===== src/rtl/fetch_unit_if.sv =====
// Fetch front-end bus: instruction-memory request/response
// channel plus the valid/ready output toward IF/ID.
interface fetch_unit_if;
  logic        imem_req;
  logic [31:0] imem_addr;
  logic        imem_gnt;
  logic        imem_rvalid;
  logic [31:0] imem_rdata;
  logic        out_valid;
  logic        out_ready;
  logic [31:0] out_pc;
  logic [31:0] out_inst;

  modport master (
    output imem_req,
    output imem_addr,
    input  imem_gnt,
    input  imem_rvalid,
    input  imem_rdata,
    output out_valid,
    input  out_ready,
    output out_pc,
    output out_inst
  );

  modport slave (
    input  imem_req,
    input  imem_addr,
    output imem_gnt,
    output imem_rvalid,
    output imem_rdata,
    input  out_valid,
    output out_ready,
    input  out_pc,
    input  out_inst
  );
endinterface


===== src/rtl/fetch_unit.sv =====
// Pipelined instruction fetch with prefetch FIFO and redirect flush.
// Define FETCH_PERF_EN to add the bubble_cnt output-starvation counter.
module fetch_unit #(
  parameter int          DEPTH    = 4,
  parameter logic [31:0] RESET_PC = 32'h0000_0000
) (
  input  logic         clk,
  input  logic         rst,
  input  logic         redirect_valid,
  input  logic [31:0]  redirect_pc,
  fetch_unit_if.master bus
`ifdef FETCH_PERF_EN
  ,
  output logic [31:0]  bubble_cnt
`endif
);

  localparam int CW = $clog2(DEPTH + 1);
  localparam int PW = $clog2(DEPTH);
  localparam int SW = CW + 1;

  typedef struct packed {
    logic [31:0] pc;
    logic [31:0] inst;
  } fetch_ent_t;

  fetch_ent_t  fifo_q [DEPTH];
  fetch_ent_t  fifo_d [DEPTH];

  logic [31:0] fetch_pc_q, fetch_pc_d;
  logic [31:0] resp_pc_q, resp_pc_d;
  logic [CW-1:0] outstanding_q, outstanding_d;
  logic [CW-1:0] drop_cnt_q, drop_cnt_d;
  logic [CW-1:0] fifo_count_q, fifo_count_d;
  logic [PW-1:0] rd_ptr_q, rd_ptr_d;
  logic [PW-1:0] wr_ptr_q, wr_ptr_d;

  logic [SW-1:0] credit_used;
  logic          fifo_empty;
  logic          fifo_full;
  logic          accept;
  logic          push;
  logic          pop;
  fetch_ent_t    head;

  assign credit_used = {1'b0, outstanding_q}
                     + {1'b0, fifo_count_q};
  assign fifo_empty  = (fifo_count_q == '0);
  assign fifo_full   = (fifo_count_q == CW'(DEPTH));
  assign head        = fifo_q[rd_ptr_q];

  // No credit for a same-cycle pop keeps the req path off out_ready.
  assign bus.imem_req  = rst
                       && (credit_used < SW'(DEPTH))
                       && !redirect_valid;
  assign bus.imem_addr = fetch_pc_q;

  assign accept = bus.imem_req && bus.imem_gnt;

  assign bus.out_valid = !fifo_empty && !redirect_valid;
  assign bus.out_pc    = fifo_empty ? 32'h0 : head.pc;
  assign bus.out_inst  = fifo_empty ? 32'h0 : head.inst;

  assign pop  = bus.out_valid && bus.out_ready;
  assign push = bus.imem_rvalid
              && (drop_cnt_q == '0)
              && !redirect_valid;

  always_comb begin
    fetch_pc_d    = fetch_pc_q;
    resp_pc_d     = resp_pc_q;
    drop_cnt_d    = drop_cnt_q;
    fifo_count_d  = fifo_count_q;
    rd_ptr_d      = rd_ptr_q;
    wr_ptr_d      = wr_ptr_q;
    fifo_d        = fifo_q;
    outstanding_d = outstanding_q
                  + CW'(accept)
                  - CW'(bus.imem_rvalid);
    if (redirect_valid) begin
      fetch_pc_d   = redirect_pc;
      resp_pc_d    = redirect_pc;
      fifo_count_d = '0;
      rd_ptr_d     = '0;
      wr_ptr_d     = '0;
      // Everything still in flight after this edge is stale.
      drop_cnt_d   = outstanding_d;
    end else begin
      if (accept) begin
        fetch_pc_d = fetch_pc_q + 32'd4;
      end
      if (bus.imem_rvalid && (drop_cnt_q != '0)) begin
        drop_cnt_d = drop_cnt_q - CW'(1);
      end
      if (push) begin
        fifo_d[wr_ptr_q] = '{pc: resp_pc_q, inst: bus.imem_rdata};
        resp_pc_d        = resp_pc_q + 32'd4;
        wr_ptr_d         = wr_ptr_q + PW'(1);
      end
      if (pop) begin
        rd_ptr_d = rd_ptr_q + PW'(1);
      end
      fifo_count_d = fifo_count_q + CW'(push) - CW'(pop);
    end
  end

  always_ff @(posedge clk) begin
    if (!rst) begin
      fetch_pc_q    <= RESET_PC;
      resp_pc_q     <= RESET_PC;
      outstanding_q <= '0;
      drop_cnt_q    <= '0;
      fifo_count_q  <= '0;
      rd_ptr_q      <= '0;
      wr_ptr_q      <= '0;
    end else begin
      fetch_pc_q    <= fetch_pc_d;
      resp_pc_q     <= resp_pc_d;
      outstanding_q <= outstanding_d;
      drop_cnt_q    <= drop_cnt_d;
      fifo_count_q  <= fifo_count_d;
      rd_ptr_q      <= rd_ptr_d;
      wr_ptr_q      <= wr_ptr_d;
    end
  end

  always_ff @(posedge clk) begin
    fifo_q <= fifo_d;
  end

`ifdef FETCH_PERF_EN
  logic [31:0] bubble_q, bubble_d;

  always_comb begin
    bubble_d = bubble_q;
    if (bus.out_ready && !bus.out_valid) begin
      bubble_d = bubble_q + 32'd1;
    end
  end

  always_ff @(posedge clk) begin
    if (!rst) begin
      bubble_q <= '0;
    end else begin
      bubble_q <= bubble_d;
    end
  end

  assign bubble_cnt = bubble_q;
`endif

  always_ff @(posedge clk) begin
    if (rst) begin
      assert (!(bus.imem_rvalid && outstanding_q == '0));
      assert (!(accept && !bus.imem_rvalid
                && outstanding_q == CW'(DEPTH)));
      assert (!(push && fifo_full));
      assert (!(redirect_valid && redirect_pc[1:0] != 2'b00));
    end
  end

endmodule


===== src/flat_wrapper.sv =====
// flat-port wrapper written by rule: the top's interface ports become plain ports
module fetch_unit_flat 
#(
  parameter int          DEPTH    = 4,
  parameter logic [31:0] RESET_PC = 32'h0000_0000
)
  (clk, rst, redirect_valid, redirect_pc, bus_imem_req, bus_imem_addr, bus_imem_gnt, bus_imem_rvalid, bus_imem_rdata, bus_out_valid, bus_out_ready, bus_out_pc, bus_out_inst);
  fetch_unit_if bus_i ();
  input  logic clk;
  input  logic rst;
  input  logic redirect_valid;
  input  logic [31:0] redirect_pc;
  output wire logic [$bits(bus_i.imem_req)-1:0] bus_imem_req;
  output wire logic [$bits(bus_i.imem_addr)-1:0] bus_imem_addr;
  input wire logic [$bits(bus_i.imem_gnt)-1:0] bus_imem_gnt;
  input wire logic [$bits(bus_i.imem_rvalid)-1:0] bus_imem_rvalid;
  input wire logic [$bits(bus_i.imem_rdata)-1:0] bus_imem_rdata;
  output wire logic [$bits(bus_i.out_valid)-1:0] bus_out_valid;
  input wire logic [$bits(bus_i.out_ready)-1:0] bus_out_ready;
  output wire logic [$bits(bus_i.out_pc)-1:0] bus_out_pc;
  output wire logic [$bits(bus_i.out_inst)-1:0] bus_out_inst;
  assign bus_imem_req = bus_i.imem_req;
  assign bus_imem_addr = bus_i.imem_addr;
  assign bus_i.imem_gnt = bus_imem_gnt;
  assign bus_i.imem_rvalid = bus_imem_rvalid;
  assign bus_i.imem_rdata = bus_imem_rdata;
  assign bus_out_valid = bus_i.out_valid;
  assign bus_i.out_ready = bus_out_ready;
  assign bus_out_pc = bus_i.out_pc;
  assign bus_out_inst = bus_i.out_inst;
  fetch_unit #(.DEPTH(DEPTH), .RESET_PC(RESET_PC)) u_core (.clk(clk), .rst(rst), .redirect_valid(redirect_valid), .redirect_pc(redirect_pc), .bus(bus_i));
endmodule

===== config.mk =====
export PLATFORM = sky130hd
export DESIGN_NAME = fetch_unit_flat
export DESIGN_NICKNAME = d
export VERILOG_FILES = /design/src/rtl/fetch_unit_if.sv /design/src/rtl/fetch_unit.sv /design/src/flat_wrapper.sv
export SDC_FILE = /design/constraint.sdc
export NUM_CORES = 1
export LEC_CHECK = 0
export ABC_CLOCK_PERIOD_IN_PS = 3500
export BUFFER_PORTS_ARGS = -buffer_cell sky130_fd_sc_hd__buf_2
export CAP_MARGIN = 25
export CELL_PAD_IN_SITES_DETAIL_PLACEMENT = 1
export CELL_PAD_IN_SITES_GLOBAL_PLACEMENT = 1
export CORE_MARGIN = 10
export CORE_UTILIZATION = 48
export CTS_CLUSTER_SIZE = 8
export DETAILED_ROUTE_END_ITERATION = 10
export HOLD_SLACK_MARGIN = 0.02
export PLACE_DENSITY_LB_ADDON = 0.1
export SYNTH_ARGS = -nofsm -noshare
export SYNTH_HDL_FRONTEND = slang
export SYNTH_SLANG_ARGS = --single-unit

===== constraint.sdc =====
create_clock -name clk -period 3.5 [get_ports clk]
set_clock_uncertainty 0.15 [all_clocks]
set_input_delay 0 -clock clk [delete_from_list [all_inputs] [get_ports clk]]
set_output_delay 0 -clock clk [all_outputs]
set_load 0.01 [all_outputs]

==> results of run 1 <==
-- per-layer routing --
layer,up-vias,GRT usage (%)
met5,-,0
met1,4462,26.2
met2,244,31.7
li1,4082,-
met3,43,4.39
met4,0,4.12
-- synthesized netlist by cell type (3+ instances only) --
cell,instances
a211oi_1,5
a21oi_1,53
a31oi_1,8
a32oi_1,4
and2_1,11
and3_1,10
and4_1,6
buf_1,6
buf_2,12
buf_6,3
clkbuf_1,29
dfxtp_1,77
edfxtp_1,256
ha_1,14
inv_1,24
mux2_2,5
mux2i_1,7
mux4_2,64
nand2_1,54
nand3_1,25
nand4_1,15
nor2_1,38
nor2b_1,64
nor3_1,17
nor4_1,8
o211ai_1,3
o21ai_0,35
o31ai_1,3
or3_1,5
or4_1,3
xnor2_1,28
xor2_1,8
-- logic make-up (layout without fill, tap and decap cells) --
| group | after synthesis | count (layout) | synth area share [%] |
|---|---|---|---|
| flops | 333 | 333 | 66.5 |
| simple gates | 274 | 274 | 10.7 |
| compound gates | 124 | 124 | 5.22 |
| buf+inv | 78 | 352 | 2.45 |
| mux | 76 | 76 | 11.3 |
| xor+xnor | 36 | 36 | 2.27 |
| fa+ha+maj | 16 | 16 | 1.55 |
-- power groups by stage --
stage / sequential [mW] / clock [mW] / combinational, mW
floorplan: 4.59 / 0 / 0.409
global placement: 4.62 / 0 / 0.659
detailed placement: 4.63 / 0 / 0.672
CTS: 4.55 / 4.13 / 0.738
global route: 4.57 / 4.30 / 0.813
finish: 4.56 / 4.03 / 0.727
-- cell type report --
class	instances	area, um^2
Fill cell	2754	11500
Sequential cell	333	9230
Multi-Input combinational cell	526	4320
Timing Repair Buffer	252	1730
Clock buffer	70	1260
Tap cell	384	480
Inverter	27	101
Clock inverter	3	33.8
-- sequential cells by signal, summed over array words and instances (netlist names) --
| signal | count |
|---|---|
| u_core.fifo_q | 256 |
| u_core.bus.imem_addr | 32 |
| u_core.resp_pc_q | 32 |
| u_core.drop_cnt_q | 3 |
| u_core.fifo_count_q | 3 |
| u_core.outstanding_q | 3 |
| u_core.rd_ptr_q | 2 |
| u_core.wr_ptr_q | 2 |
-- per-stage QoR --
stage / hold slack, ns / instances / total power, mW / util, % / worst slack [ns]
final: 0.0899 / 1595 / 9.31 / 60.0 / 0.520
after global routing: 0.0843 / 1595 / 9.68 / 60.0 / 0.264
after CTS: 0.0519 / 1595 / 9.42 / 60.0 / 0.547
after detailed placement: 0.0692 / 1451 / 5.30 / 52.9 / 0.957
after global placement: 0.0671 / 1451 / 5.27 / 52.9 / 1.03
after floorplan: -0.0511 / 937 / 5.00 / - / 0.373
-- worst max-delay path: cells and delay by family (launching register included) --
family                   cells  cell delay (ns)
adder cells (fa/ha/maj)      1             0.26
flip-flops                   1             0.39
AND/OR/NAND/NOR              5             1.26
buffers and inverters        2             0.87
-- how the worst max path moves through the flow --
stage / start / to / slack [ns] / cells after the start
after floorplan: u_core.drop_cnt_q[0] / u_core.fifo_q[0] / 0.37 / 5
after global placement: u_core.fifo_count_q[2] / u_core.drop_cnt_q[1] / 1.03 / 8
after detailed placement: u_core.fifo_count_q[2] / u_core.drop_cnt_q[1] / 0.96 / 8
after CTS: u_core.fifo_count_q[2] / u_core.bus.imem_addr[30] / 0.55 / 8
after global routing: u_core.fifo_count_q[2] / u_core.bus.imem_addr[30] / 0.26 / 8
final: u_core.fifo_count_q[2] / u_core.bus.imem_addr[30] / 0.52 / 8
-- timing repair --
item,4_1_cts,5_1_grt
setup buffers,0,0
hold buffers,71,0
hold endpoints to repair,202,0
==> results_dict.tcl, run 1 <==
set metrics [dict create \
    layout_common_cells "edfxtp_1, buf_2, dfxtp_1" \
    ys_seq_area_share_pct 66.5 \
    slew_viol_final 0 \
    async_flop_share_pct 0 \
    core_um2 28600 \
    peakVddDrop_mv 0.314 \
    wl_met1_um 15700 \
    dieArea_um2 36100 \
    cts.clk_slew.worst_paths_ns 0.05 \
    hp-start "bus_imem_rdata[10]" \
    cpPeakStageDelay_ns 0.54 \
    finish.instance_area_um2 17200 \
    grt-ovfl-total 0 \
    path_common_cell "nand3_1" \
    synth.net_count 1023 \
    drt-wirelength-per-cell_um 21.9 \
    numClockSinks 333 \
    htreeDepth 2 \
    port_buffers 167 \
    holdCritPathClass "in -> reg" \
    firstDrtPassIters 5 \
    avgSynthCellArea_um2 14.8 \
    seq_power_share_pct 48.9 \
    min_to "u_core.fifo_q[10]" \
    yosys_warnings 0 \
    cts_buffers 47 \
    slew_headroom_pct 42.2 \
    hold_depth 2 \
    fin_crit_sh_pct 85.1 \
    netlist.top_cell.by_area "edfxtp_1" \
    layout_commonest_cell "edfxtp_1" \
    grt_pass1_vias 9637 \
    wl_met3_um 2050 \
    wirelength_um 34900 \
    drive_above_1_share_pct 26.3 \
    synth-edff-count 256 \
    vias 8831 \
    wl_met2_um 16700 \
    reg2regPathDepth 8 \
    sw_frac_of_total_pct 22.5 \
    path_max_fanout 22 \
    synth-seq-cells 333 \
    synthTopCellsByArea "edfxtp_1, dfxtp_1, mux4_2" \
    max_freq_ghz 0.336 \
    nets 1273 \
    path_class "reg -> reg" \
    grt_usage_pct 19.5 \
    p_int_mw 7.22 \
    clock_path_buffers 3 \
    antenna_found_initial 0 \
    path_cells "ha_1 -> nor3b_1 -> nand4_1 -> inv_2 -> nand3_1 -> or3_1 -> nand3_1 -> dlygate4sd3_1" \
    worstPathArrival_ns 3.30 \
    p_per_area_nw_per_um2 543 \
    ioPinCount 168 \
    insertedDiodeCount 0 \
    power.switching_mw 2.10 \
    r2r_start "u_core.fifo_count_q[2]" \
    drtAntennaViolNets 0 \
    hold_viol_final 0 \
    clock-root-buffer "clkbuf_16" \
    run_status "finished clean" \
    r2r_slack_ns 0.52 \
    place_congestion 0.817 \
    p_leak_nw 6.05 \
    via_per_inst 5.54 \
    grt_pass1_wl_um 56100 \
    cts_tree "yes" \
    setup_viol 0 \
    ys_types 60 \
    rsz0062_at_grt "false" \
    placed_area_um2 15200 \
    syn_inst 937 \
    post-dp-hpwl_um 22100 \
    placementRows 62 \
    syn2layout_area_growth_pct 23.6 \
    maxCapViolCount 0 \
    netlist_area_um2 13900 \
    clockPowerShare_pct 43.3 \
    drcViolationCount 0 \
    top_layer_used "met4" \
    combinationalPowerShare_pct 7.8 \
    fp.dieW_um 190 \
    synth.top_cell.area_share_pct 55.4 \
    setup_tns_ns 0 \
    drt-initial-drc-count 487 \
    reg2reg_to "u_core.bus.imem_addr[30]" \
    grt_start_max_net_pins 66 \
    slowest_stage "dlygate4sd3_1" \
    worstPathRequired_ns 3.82 \
    critPathLaunchType "register" \
    clk_latency_ns 0.53 \
    tightestPinTransition_ns 0.864 \
    yosys_most_used_dff "edfxtp_1" \
    cts-resized-gates 0 \
    fin_crit_ns 2.98 \
    start_util_pct 48.5 \
    fp.dieH_um 190 \
    cp-end-kind "register" \
]
No activity file was read; power rests on OpenSTA's default activity.
==> inputs of run 2 (changes only) <==
--- a/config.mk
+++ b/config.mk
@@ -5,7 +5,7 @@
 export SDC_FILE = /design/constraint.sdc
 export NUM_CORES = 1
 export LEC_CHECK = 0
-export ABC_CLOCK_PERIOD_IN_PS = 3500
+export ABC_CLOCK_PERIOD_IN_PS = 3000
 export BUFFER_PORTS_ARGS = -buffer_cell sky130_fd_sc_hd__buf_2
 export CAP_MARGIN = 25
 export CELL_PAD_IN_SITES_DETAIL_PLACEMENT = 1
==> constraint.sdc (replaced) <==
create_clock -name clk -period 3 [get_ports clk]
set_clock_uncertainty 0.15 [all_clocks]
set_input_delay 0 -clock clk [delete_from_list [all_inputs] [get_ports clk]]
set_output_delay 0 -clock clk [all_outputs]
set_load 0.01 [all_outputs]
==> results_dict.tcl, run 2 (synthesis gave the netlist of run 1 again) <==
set metrics [dict create \
    run_status "finished clean" \
    use_met3_pct 4.60 \
    cts.clk_slew.worst_paths_ns 0.05 \
    hold_ws_ns 0.0866 \
    path_max_fanout 20 \
    clk_latency_ns 0.53 \
    drt-initial-drc-count 541 \
    ioPinCount 168 \
    layout_common_cells "edfxtp_1, buf_2, dlygate4sd3_1" \
    core_um2 28600 \
    fin_crit_ns 2.72 \
    maxCapViolCount 0 \
    start_util_pct 48.5 \
    layout_commonest_cell "edfxtp_1" \
    fp.dieW_um 190 \
    port_buffers 167 \
    p_leak_nw 6.15 \
    path_class "reg -> reg" \
    max_freq_ghz 0.367 \
    fp.dieH_um 190 \
    critPathLaunchType "register" \
    grt_usage_pct 19.7 \
    wirelength_um 35400 \
    numClockSinks 333 \
    fin_crit_sh_pct 90.8 \
    r2r_start "u_core.fifo_count_q[2]" \
    grt-ovfl-total 0 \
    fillCellCount 2727 \
    grt_pass1_wl_um 56500 \
    insertedDiodeCount 0 \
    drt-wirelength-per-cell_um 22.0 \
    cts_tree "yes" \
    grt_use_met1_pct 26.2 \
    busiest_layer "met2" \
    cts_buffers 47 \
    via_per_inst 5.54 \
    grt_pass1_vias 9775 \
    rsz0062_at_grt "false" \
    clock_path_buffers 3 \
    holdCritPathClass "in -> reg" \
    hp-start "bus_imem_rdata[4]" \
    placementRows 62 \
    antenna_found_initial 0 \
    met2_usage_pct 32.3 \
    syn2layout_area_growth_pct 25.2 \
    worstPathArrival_ns 3.05 \
    slew_headroom_pct 46.7 \
    setup_tns_ns 0 \
    p_per_area_nw_per_um2 628 \
    hold_viol_final 0 \
    htreeDepth 2 \
    worstPathRequired_ns 3.33 \
    drive_above_1_share_pct 27.1 \
    setup_viol 0 \
    largest_reg_flops 256 \
    cp-end-kind "register" \
    post-dp-hpwl_um 22200 \
    dieArea_um2 36100 \
    critPathLaunch "u_core.fifo_count_q[2]" \
    slew_viol_final 0 \
    tightestPinTransition_ns 0.800 \
    grt_start_max_net_pins 66 \
    place_congestion 0.810 \
    nets 1292 \
    peakVddDrop_mv 0.459 \
    clock-root-buffer "clkbuf_16" \
    firstDrtPassIters 6 \
    vias 8909 \
    largest_register "u_core.fifo_q" \
    drcViolationCount 0 \
    drtAntennaViolNets 0 \
]
[run 2: cell count changes in the layout (fill, tap and decap cells not counted), moves of 4 or more]
cell	previous run	this run
dlygate4sd3_1	71	79
buf_12	6	10
buf_4	8	15
clkbuf_1	23	15
[run 2: through the flow]
step           power, mW  util, %  std cells  setup WS, ns  area, um^2
2_1_floorplan       5.83        -        937         0.555       13900
3_3_place_gp        6.19     53.4       1462         0.585       15300
3_5_place_dp        6.22     53.4       1462         0.520       15300
4_1_cts             11.0     60.7       1607         0.152       17400
5_1_grt             11.4     60.7       1607        0.0880       17400
6_report            10.9     60.7       1607         0.275       17400
[run 2: worst paths after layout]
| kind | end | slack, ns | cells after the start |
|---|---|---|---|
| worst min register to register | u_core.bus.imem_addr[1] | 0.36 | 2 |
| worst min-delay path | u_core.fifo_q[196] | 0.09 | 2 |
| worst max register to register | u_core.bus.imem_addr[28] | 0.28 | 8 |
| worst max-delay path | u_core.bus.imem_addr[28] | 0.28 | 8 |
[run 2: final cells by class]
type                       count  area (um^2)  area share (%)
sequential                   333         9230            53.1
multi-input combinational    526         4330            24.9
timing repair buffer         271         1940            11.2
clock buffer                  64         1270            7.31
tap                          384          480            2.76
inverter                      27          101           0.583
clock inverter                 2         25.0           0.144
[run 2: critical path, stage by stage, from the launching register on]
cell and delay [ns]:
dfxtp_1 0.38, ha_1 0.25, nor3b_1 0.23, nand4_1 0.16, buf_4 0.24, nor3_1 0.34
a32oi_1 0.17, a21oi_1 0.18, dlygate4sd3_1 0.56
[run 2: timing repair]
| item | 4_1_cts | 5_1_grt |
|---|---|---|
| resized for setup | 0 | 1 |
| hold endpoints to repair | 203 | 0 |
| setup buffers | 0 | 0 |
| endpoints found under the setup margin | 0 | 1 |
| hold buffers | 79 | 0 |
[run 2: routing by layer]
metal / vias to the layer above / routed length, um
li1: 4105 / -
met1: 4525 / 15800
met2: 240 / 17100
met3: 39 / 1980
met4: 0 / 484
met5: - / 0
[run 2: power breakdown]
part / total [mW] / switching, mW / internal [mW] / leakage [nW]
combinational: 0.902 / 0.472 / 0.429 / 2.55
clock: 4.70 / 1.81 / 2.89 / 0.628
sequential: 5.31 / 0.146 / 5.16 / 2.97
total: 10.9 / 2.42 / 8.49 / 6.15
==> inputs of run 3 (changes only) <==
--- a/config.mk
+++ b/config.mk
@@ -16,6 +16,8 @@
 export DETAILED_ROUTE_END_ITERATION = 10
 export HOLD_SLACK_MARGIN = 0.02
 export PLACE_DENSITY_LB_ADDON = 0.1
+export RECOVER_POWER = 50
+export SLEW_MARGIN = 0
 export SYNTH_ARGS = -nofsm -noshare
 export SYNTH_HDL_FRONTEND = slang
 export SYNTH_SLANG_ARGS = --single-unit
==> results_dict.tcl, run 3 (synthesis gave the netlist of run 1 again) <==
set metrics [dict create \
    reg2regPathDepth 7 \
    sw_frac_of_total_pct 22.3 \
    largest_reg_flops 256 \
    path_max_fanout 41 \
    placementRows 62 \
    fin_crit_sh_pct 92.4 \
    critPathLaunchType "input pin" \
    path_class "in -> reg" \
    multi_input_area_um2 4320 \
    drt-wirelength-per-cell_um 22.0 \
    grt-ovfl-total 0 \
    antenna_found_initial 0 \
    rsz0062_at_grt "false" \
    post-dp-hpwl_um 22200 \
    layout_common_cells "edfxtp_1, buf_2, clkbuf_1" \
    power.switching_mw 2.43 \
    htreeDepth 2 \
    clock-root-buffer "clkbuf_16" \
    syn2layout_area_growth_pct 24.5 \
    clock_path_buffers 3 \
    wirelength_um 35400 \
    clk_latency_ns 0.53 \
    min_to "u_core.resp_pc_q[27]" \
    firstDrtPassIters 6 \
    start_util_pct 48.5 \
    cts_setup_buffers 0 \
    place_congestion 0.810 \
    grt_pass1_vias 9775 \
    port_buffers 167 \
    seq_power_share_pct 48.7 \
    drtAntennaViolNets 0 \
    layout_commonest_cell "edfxtp_1" \
    hold_viol_final 0 \
    cp-end-kind "register" \
    worstPathArrival_ns 3.10 \
    run_status "finished clean" \
    drcViolationCount 0 \
    fp.dieW_um 190 \
    tightestPinTransition_ns 0.861 \
    cts.clk_slew.worst_paths_ns 0.05 \
    ioPinCount 168 \
    setup_ws_ns 0.228 \
    r2r_start "u_core.bus.imem_addr[2]" \
    drt-initial-drc-count 521 \
    reg2reg_to "u_core.bus.imem_addr[30]" \
    hp-start "redirect_pc[27]" \
    pre_cts_ws_ns 0.520 \
    drive_above_1_share_pct 21.2 \
    slew_viol_final 0 \
    peakVddDrop_mv 0.460 \
    dieArea_um2 36100 \
    fin_crit_ns 2.77 \
    grt_usage_pct 19.7 \
    placed_area_um2 15300 \
    fp.dieH_um 190 \
    grt_start_max_net_pins 66 \
    setup_tns_ns 0 \
    seqCellArea_um2 9230 \
    hold_depth 4 \
    insertedDiodeCount 0 \
    fillCellCount 2768 \
    maxCapViolCount 0 \
    nets 1292 \
    p_leak_nw 5.91 \
    numClockSinks 333 \
    grt_pass1_wl_um 56500 \
    vias 8929 \
    setup_viol 0 \
    r2r_slack_ns 0.27 \
    core_um2 28600 \
    finish.instance_area_um2 17300 \
    max_freq_ghz 0.361 \
    clockPowerShare_pct 43.2 \
    holdCritPathClass "in -> reg" \
    worstPathRequired_ns 3.33 \
    cts_tree "yes" \
    via_per_inst 5.56 \
    p_per_area_nw_per_um2 631 \
    largest_register "u_core.fifo_q" \
    combinationalPowerShare_pct 8.1 \
    cts_buffers 47 \
    slew_headroom_pct 42.6 \
    p_int_mw 8.47 \
]
-- run 3: cell types whose count changed in the layout (fill, tap and decap cells not counted), moves of 3 or more --
| cell | delta |
|---|---|
| clkbuf_1 | +71 |
| buf_2 | -68 |
| and2_1 | -3 |
| buf_4 | -4 |
| and2_0 | +3 |
-- run 3: repair_timing --
action | in CTS | in global routing
endpoints found under the setup margin | 0 | 1
hold buffers | 79 | 0
gates resized for setup | 0 | 1
endpoints found under the hold margin | 203 | 0
-- run 3: worst max path at each step --
stage                                     to  slack, ns              startpoint
global route        u_core.bus.imem_addr[30]       0.09          redirect_valid
floorplan               u_core.drop_cnt_q[2]       0.56  u_core.fifo_count_q[1]
detailed placement        u_core.fifo_q[254]       0.52    u_core.drop_cnt_q[0]
CTS                 u_core.bus.imem_addr[30]       0.15  u_core.fifo_count_q[2]
finish              u_core.bus.imem_addr[30]       0.23          redirect_valid
global placement          u_core.fifo_q[220]       0.59    u_core.drop_cnt_q[0]
-- run 3: final cells by class --
| type | count | share of cell area [%] |
|---|---|---|
| sequential | 333 | 53.4 |
| multi-input combinational | 526 | 25.0 |
| timing repair buffer | 271 | 10.7 |
| clock buffer | 64 | 7.36 |
| tap | 384 | 2.78 |
| inverter | 27 | 0.587 |
| clock inverter | 2 | 0.145 |
-- run 3: per-layer routing --
layer / track usage [%] / part of all wire (%)
met5: 0 / 0
met4: 4.61 / 1.4
met3: 4.60 / 5.8
met2: 32.3 / 49
met1: 26.2 / 44
-- run 3: metrics by stage --
step	util [%]	cells	total power [mW]	hold WS [ns]
after floorplan	-	937	5.83	-0.0511
after global placement	53.4	1462	6.19	0.0673
after detailed placement	53.4	1462	6.22	0.0699
after CTS	60.7	1607	11.0	0.0535
after global routing	60.4	1607	11.3	0.137
final	60.4	1607	10.9	0.115
-- run 3: power groups by stage --
stage / Clock [mW] / Combinational (mW) / Sequential (mW)
6_report: 4.71 / 0.884 / 5.31
4_1_cts: 4.82 / 0.912 / 5.31
3_3_place_gp: 0 / 0.807 / 5.38
2_1_floorplan: 0 / 0.478 / 5.35
5_1_grt: 5.02 / 0.987 / 5.33
3_5_place_dp: 0 / 0.827 / 5.39
-- run 3: critical path, cell delays in order --
cell and delay [ns]:
dlygate4sd3_1 0.53, clkbuf_1 0.30, buf_4 0.49, inv_1 0.39, buf_12 0.28, nor2_1 0.34
nand2_1 0.10, nand3_1 0.07, dlygate4sd3_1 0.54
